[src/rtl/serdes_rx_decrypt.sv]
// Serial receiver: collects MSB-first bits, XOR-decrypts each complete frame and queues the byte for a consumer.
// Build option SERDES_RX_FIFO_EN: FIFO_DEPTH-entry output FIFO; otherwise a single holding register.
module serdes_rx_decrypt #(
  parameter logic [7:0]  KEY        = 8'hA5,
  parameter int unsigned FIFO_DEPTH = 4
) (
  input  logic       clk,
  input  logic       rst,
  input  logic       en,
  input  logic       sdi,
  input  logic       frame_done,
  output logic [7:0] out_data,
  output logic       out_valid,
  input  logic       out_ready,
  output logic [7:0] frame_cnt,
  output logic       frame_err,
  output logic       overflow,
  input  logic       clr_err
);

  if (FIFO_DEPTH < 2 || FIFO_DEPTH > 16 || (FIFO_DEPTH & (FIFO_DEPTH - 1)) != 0) begin : g_bad_depth
    $error("FIFO_DEPTH must be a power of two in 2..16");
  end

  logic [7:0] r_shreg;
  logic [3:0] r_cnt;

  logic       w_armed;
  logic       w_push;
  logic       w_short;
  logic       w_pop;
  logic       w_full;
  logic       w_accept;
  logic       w_drop;
  logic [7:0] w_byte;

  assign w_armed  = (r_cnt >= 4'd8);
  assign w_push   = en && frame_done && w_armed;
  assign w_short  = en && frame_done && !w_armed;
  assign w_pop    = out_valid && out_ready;
  assign w_accept = w_push && (!w_full || w_pop);
  assign w_drop   = w_push && w_full && !w_pop;
  assign w_byte   = r_shreg ^ KEY;

  // Line sampling: held clear while disabled, cleared at every frame boundary.
  always_ff @(posedge clk) begin
    if (rst || !en || frame_done) begin
      r_shreg <= 8'h00;
      r_cnt   <= 4'd0;
    end else begin
      r_shreg <= {r_shreg[6:0], sdi};
      if (r_cnt != 4'd15) r_cnt <= r_cnt + 4'd1;
    end
  end

  // Status: set events take priority over clr_err.
  always_ff @(posedge clk) begin
    if (rst) begin
      frame_cnt <= 8'h00;
      frame_err <= 1'b0;
      overflow  <= 1'b0;
    end else begin
      if (w_accept) frame_cnt <= frame_cnt + 8'd1;
      if (w_short)      frame_err <= 1'b1;
      else if (clr_err) frame_err <= 1'b0;
      if (w_drop)       overflow  <= 1'b1;
      else if (clr_err) overflow  <= 1'b0;
    end
  end

`ifdef SERDES_RX_FIFO_EN
  localparam int unsigned AW = $clog2(FIFO_DEPTH);
  localparam int unsigned LW = AW + 1;

  logic [7:0]    r_mem [FIFO_DEPTH];
  logic [AW-1:0] r_rd;
  logic [AW-1:0] r_wr;
  logic [LW-1:0] r_level;

  assign w_full    = (r_level == LW'(FIFO_DEPTH));
  assign out_valid = (r_level != '0);
  assign out_data  = r_mem[r_rd];

  // When full, a same-cycle pop frees the slot the write pointer already addresses.
  always_ff @(posedge clk) begin
    if (rst) begin
      r_rd    <= '0;
      r_wr    <= '0;
      r_level <= '0;
      for (int i = 0; i < int'(FIFO_DEPTH); i++) r_mem[i] <= 8'h00;
    end else begin
      if (w_pop) r_rd <= r_rd + AW'(1);
      if (w_accept) begin
        r_mem[r_wr] <= w_byte;
        r_wr        <= r_wr + AW'(1);
      end
      if (w_accept && !w_pop)      r_level <= r_level + LW'(1);
      else if (!w_accept && w_pop) r_level <= r_level - LW'(1);
    end
  end
`else
  logic [7:0] r_data;
  logic       r_valid;

  assign w_full    = r_valid;
  assign out_valid = r_valid;
  assign out_data  = r_data;

  always_ff @(posedge clk) begin
    if (rst) begin
      r_data  <= 8'h00;
      r_valid <= 1'b0;
    end else if (w_accept) begin
      r_data  <= w_byte;
      r_valid <= 1'b1;
    end else if (w_pop) begin
      r_valid <= 1'b0;
    end
  end
`endif

endmodule

[config.mk]
export PLATFORM = sky130hd
export DESIGN_NAME = serdes_rx_decrypt
export DESIGN_NICKNAME = d
export VERILOG_FILES = /design/src/rtl/serdes_rx_decrypt.sv
export SDC_FILE = /design/constraint.sdc
export NUM_CORES = 1
export LEC_CHECK = 0
export ABC_AREA = 0
export BUFFER_PORTS_ARGS = -buffer_cell sky130_fd_sc_hd__buf_2
export CORE_ASPECT_RATIO = 1.1
export CORE_MARGIN = 1
export CORE_UTILIZATION = 45
export DETAILED_ROUTE_END_ITERATION = 10
export PLACE_DENSITY = 0.79
export SYNTH_ARGS = -nofsm -noshare
export SYNTH_HDL_FRONTEND = slang
export SYNTH_SLANG_ARGS = --single-unit
[constraint.sdc]
create_clock -name clk -period 1.5 [get_ports clk]
set_clock_uncertainty 0.1 [all_clocks]
set_input_delay 0.3 -clock clk [delete_from_list [all_inputs] [get_ports clk]]
set_output_delay 0.3 -clock clk [all_outputs]
set_load 0.01 [all_outputs]
After elaboration in Yosys (flattened, before gate mapping)
Index checks and enable logic that the tools add are counted.
{"block": "word_totals", "register_bits": 31, "latchBits": 0, "mem_bits_rw": 0, "rom_bits": 0, "inputBits": 7, "output_inout_bits": 19, "elab_cells": 34, "mem_count": 0}
{"block": "op_classes", "add_sub_neg": 2, "multipliers": 0, "div": 0, "magnitude_cmp": 1, "n_eq_ne": 1, "shift": 0, "muxes": 5, "bitwise": 1, "n_reduce_logical": 17}
{"operator": "adder 8 x 1 -> 8 bit (second input constant)", "n": 1}
{"operator": "logical AND 1 bit", "n": 7}
{"operator": "nonzero test 2 bit", "n": 3}
{"operator": "two-way mux 1 bit", "n": 5}
{"operator": "adder 4 x 1 -> 4 bit (second input constant)", "n": 1}
{"operator": "greater-or-equal comparator 4 bit (second input constant)", "n": 1}
{"operator": "logical NOT 1 bit", "n": 4}
{"operator": "!= test 4 bit (second input constant)", "n": 1}
{"operator": "inverter 4 bit", "n": 1}
{"operator": "logical OR 1 bit", "n": 3}

Longest topological paths before layout
{"block": "depth", "word_depth": 5, "ltp_mapped": 4}

Least setup slack after synthesis
Ideal clock, no wire load.
{"block": "synth_path", "kind": "reg-to-reg", "startpoint": "register frame_cnt[0]", "endpoint": "register frame_cnt[6]", "setup_ns": 0.121, "arrival_ns": 1.246, "t_required_ns": 1.279, "slack_ns": 0.033, "stages_incl_launch_ff": 5, "n_path_buf": 0, "path_cell_list": "dfxtp_1 -> ha_1 -> nand2_1 -> nor4_1 -> mux2_2"}
{"block": "synth_via", "elab_chain_cells": 1}
{"item": "from (decl)", "line": "15", "rtl": "output logic [7:0] frame_cnt,"}
{"item": "from (signal assigned)", "line": "63", "rtl": "if (w_accept) frame_cnt <= frame_cnt + 8'd1;"}
{"item": "adder 8 x 1 -> 8 bit", "line": "63"}
Every way passes these cells.
A chain may end at the register's enable or synchronous reset.

Worst setup path after layout
{"block": "layout_path", "startpoint": "register r_valid, in the netlist out_valid", "endpoint": "register frame_cnt[5]"}
{"block": "layout_via", "elab_chain_cells": 3}
{"item": "from (decl)", "line": "103", "rtl": "logic r_valid;"}
{"item": "from (signal assigned)", "line": "112", "rtl": "r_valid <= 1'b0;"}
{"item": "from (signal assigned)", "line": "115", "rtl": "r_valid <= 1'b1;"}
{"item": "from (signal assigned)", "line": "117", "rtl": "r_valid <= 1'b0;"}
{"item": "logical NOT 1 bit / logical AND 1 bit (equally long branches)", "line": "41, 40"}
{"item": "logical OR 1 bit *", "line": "41", "rtl": "assign w_accept = w_push && (!w_full || w_pop);"}
{"item": "logical AND 1 bit *", "line": "41"}
Mark *: on every way between the ends. The rest lies on a longest branch, timed or not.

==> flow_metrics.tcl <==
set metrics [dict create \
    status "finished clean" \
    diodes 0 \
    fmax_mhz 673 \
    synth_area_leaders "dfxtp_1, a21oi_1, and2_1" \
    stdcell_count 202 \
    setup_viol 0 \
    portBuffers 25 \
    hold_path.class "input pin to flip-flop" \
    cpMaxStageDelayCell "mux2_2" \
    ys_seq_elements 31 \
    ys.warnings.count 0 \
    critPathArrivalTime_ps 1610 \
    cts_htree_levels 2 \
    fin_crit_ps 1480 \
    cts.hold.buffers_added 0 \
    slew_headroom 0.727 \
    num_vias 1108 \
    maxCapViolCount 0 \
    drc 0 \
    path_cells "nor2b_1 -> buf_4 -> nor4_2 -> mux2_2" \
    cp-end-kind "flip-flop" \
    synth_fp_nets 142 \
    clock_sink_count 31 \
    area_delta_synth_final_pct 31.1 \
    worst_slew_pin_slew_ps 409 \
    fp.dieW_um 51.8 \
    place_area_um2 1460 \
    dieArea_um2 2940 \
    vdd_drop_max_v 0.000717 \
    ant_nets 0 \
    netlist_top_cells_count "dfxtp_1, a21oi_1, nor2_1" \
    dp_cells 193 \
    antenna_found_initial 0 \
    clk_pin_slew_ps 100 \
    initial_core_util 0.482 \
    worstSkewPairLatency_ps 340 \
    syn_area_um2 1230 \
    rsz0062_at_grt "true" \
    die_y_um 56.7 \
    tritoncts "yes" \
    routed_wl_um 2790 \
    synth-async-reset-ratio 0 \
    place.gp.congestion 0.771 \
    dr.pass1.iters 5 \
    yosysSeqAreaShare 0.506 \
    maxSlewViolCount 0 \
    p_leak_uw 0.000660 \
    clockRootBuffer "clkbuf_4" \
    grt_pass1_vias 986 \
    netlist.top_cell.by_area "dfxtp_1" \
    yosysUniqueCellTypes 32 \
    clockBufferDepth 2 \
    cts_inserted_buffers 5 \
    wl_per_cell_um 13.8 \
    overflow 0 \
    layout-drive-gt1-share 0.363 \
    syn_inst 132 \
    synth_top_area_frac 0.506 \
    start_kind "flip-flop" \
    io_pins 26 \
    nets 180 \
    nFillCells 217 \
    row_count 19 \
    coreArea_um2 2540 \
    grt_pass1_wl_um 4280 \
    synth-edff-count 0 \
    crit_path_max_fanout 8 \
    grt_usage 0.205 \
    fin_area_um2 1610 \
    vias_per_cell 5.49 \
    worstPathRequired_ps 1630 \
    grt_max_degree 25 \
    drt_iter0_markers 26 \
    syn_avg_cell_area_um2 9.29 \
    synth_most_common_cell "dfxtp_1" \
    layout_worst_path_cycle_share 0.990 \
    max_stage_delay_ps 360 \
    timing.hold.ws_ps 65.6 \
    hold_viol_final 0 \
    power_density_nw_per_um2 967 \
    critPathKind "flip-flop to flip-flop" \
    place_hpwl_um 1920 \
    synth-main-ff-cell "dfxtp_1" \
]
==> layer usage <==
metal	track usage	up-vias	routed length (um)
li1	-	547	-
met4	0.0811	0	25
met2	0.330	30	1440
met3	0.0813	4	148
met1	0.238	527	1180
met5	0	-	0
==> layout make-up <==
| cell class | instances | area [um^2] | share of cell area |
|---|---|---|---|
| multi-input cells | 92 | 619 | 0.385 |
| repair buffers | 37 | 228 | 0.142 |
| clock inverters | 2 | 35.0 | 0.0218 |
| clock buffers | 6 | 51.3 | 0.0319 |
| flip-flops and latches | 31 | 624 | 0.388 |
| well taps | 31 | 38.8 | 0.0241 |
| inverters | 3 | 11.3 | 0.00700 |
==> final timing paths <==
path	startpoint	endpoint	slack, ps	depth (start not counted)
worst max register to register	out_valid	frame_cnt[5]	20	4
worst min register to register	r_shreg[5]	out_data[5]	350	1
worst max-delay path	out_valid	frame_cnt[5]	20	4
worst min-delay path	sdi	r_shreg[0]	70	2
==> kinds of logic after synthesis <==
group,Yosys count,synth area share
AND/OR/NAND/NOR,53,0.239
flip-flops,31,0.506
AO/OA/AOI/OAI,31,0.148
multiplexers,4,0.0357
adder cells (fa/ha/maj),3,0.0306
XOR/XNOR,1,0.00714
buffers and inverters,9,0.0337
==> state kept, by name, summed over array words and instances, names as in the netlist <==
name and flops:
out_data 8, r_cnt 4, overflow 1, frame_cnt 8, r_shreg 8, out_valid 1, frame_err 1
==> per-stage QoR <==
step | power [uW] | util | setup slack (ps) | TNS, ps
2_1_floorplan | 867 | - | 33.0 | 0
3_3_place_gp | 892 | 0.572 | 55.9 | 0
3_5_place_dp | 895 | 0.572 | -48.7 | -58.2
4_1_cts | 1570 | 0.612 | 4.74 | 0
5_1_grt | 1610 | 0.632 | -55.0 | -96.8
6_report | 1560 | 0.632 | 15.1 | 0
==> report_power, final <==
part / internal (uW) / switching (uW) / leakage, uW
registers: 826 / 2.91 / 0.000252
clock network: 394 / 284 / 0.0000482
logic: 20.5 / 27.9 / 0.000360
total: 1240 / 315 / 0.000660
==> cell usage in the layout, fill, tap and decap left out, types with 2 or more instances in the layout <==
master / count
and2_1: 8
a21oi_1: 12
nor2_1: 10
nand2_1: 4
nand4_1: 2
o31ai_1: 2
o21ai_0: 6
or4_1: 2
clkbuf_4: 5
nor4_2: 2
buf_2: 25
nand3_1: 9
inv_1: 3
a211oi_1: 5
mux2_2: 2
dfxtp_1: 28
dfxtp_2: 3
buf_4: 11
ha_1: 2
nor2b_1: 5
nand2b_1: 2
a21oi_2: 3
==> timing repair <==
item	4_1_cts	5_1_grt
buffers inserted	0	1
pin swaps	0	3
endpoints found under the setup margin	5	6
gates resized for setup	3	11
==> critical path, delay by kind of cell, from the launching register on <==
kind / cells / cell delay [ps]
buffers and inverters: 1 / 160
flip-flops: 1 / 340
multiplexers: 1 / 360
AND/OR/NAND/NOR: 2 / 410
(Power assumes the default switching activity.)
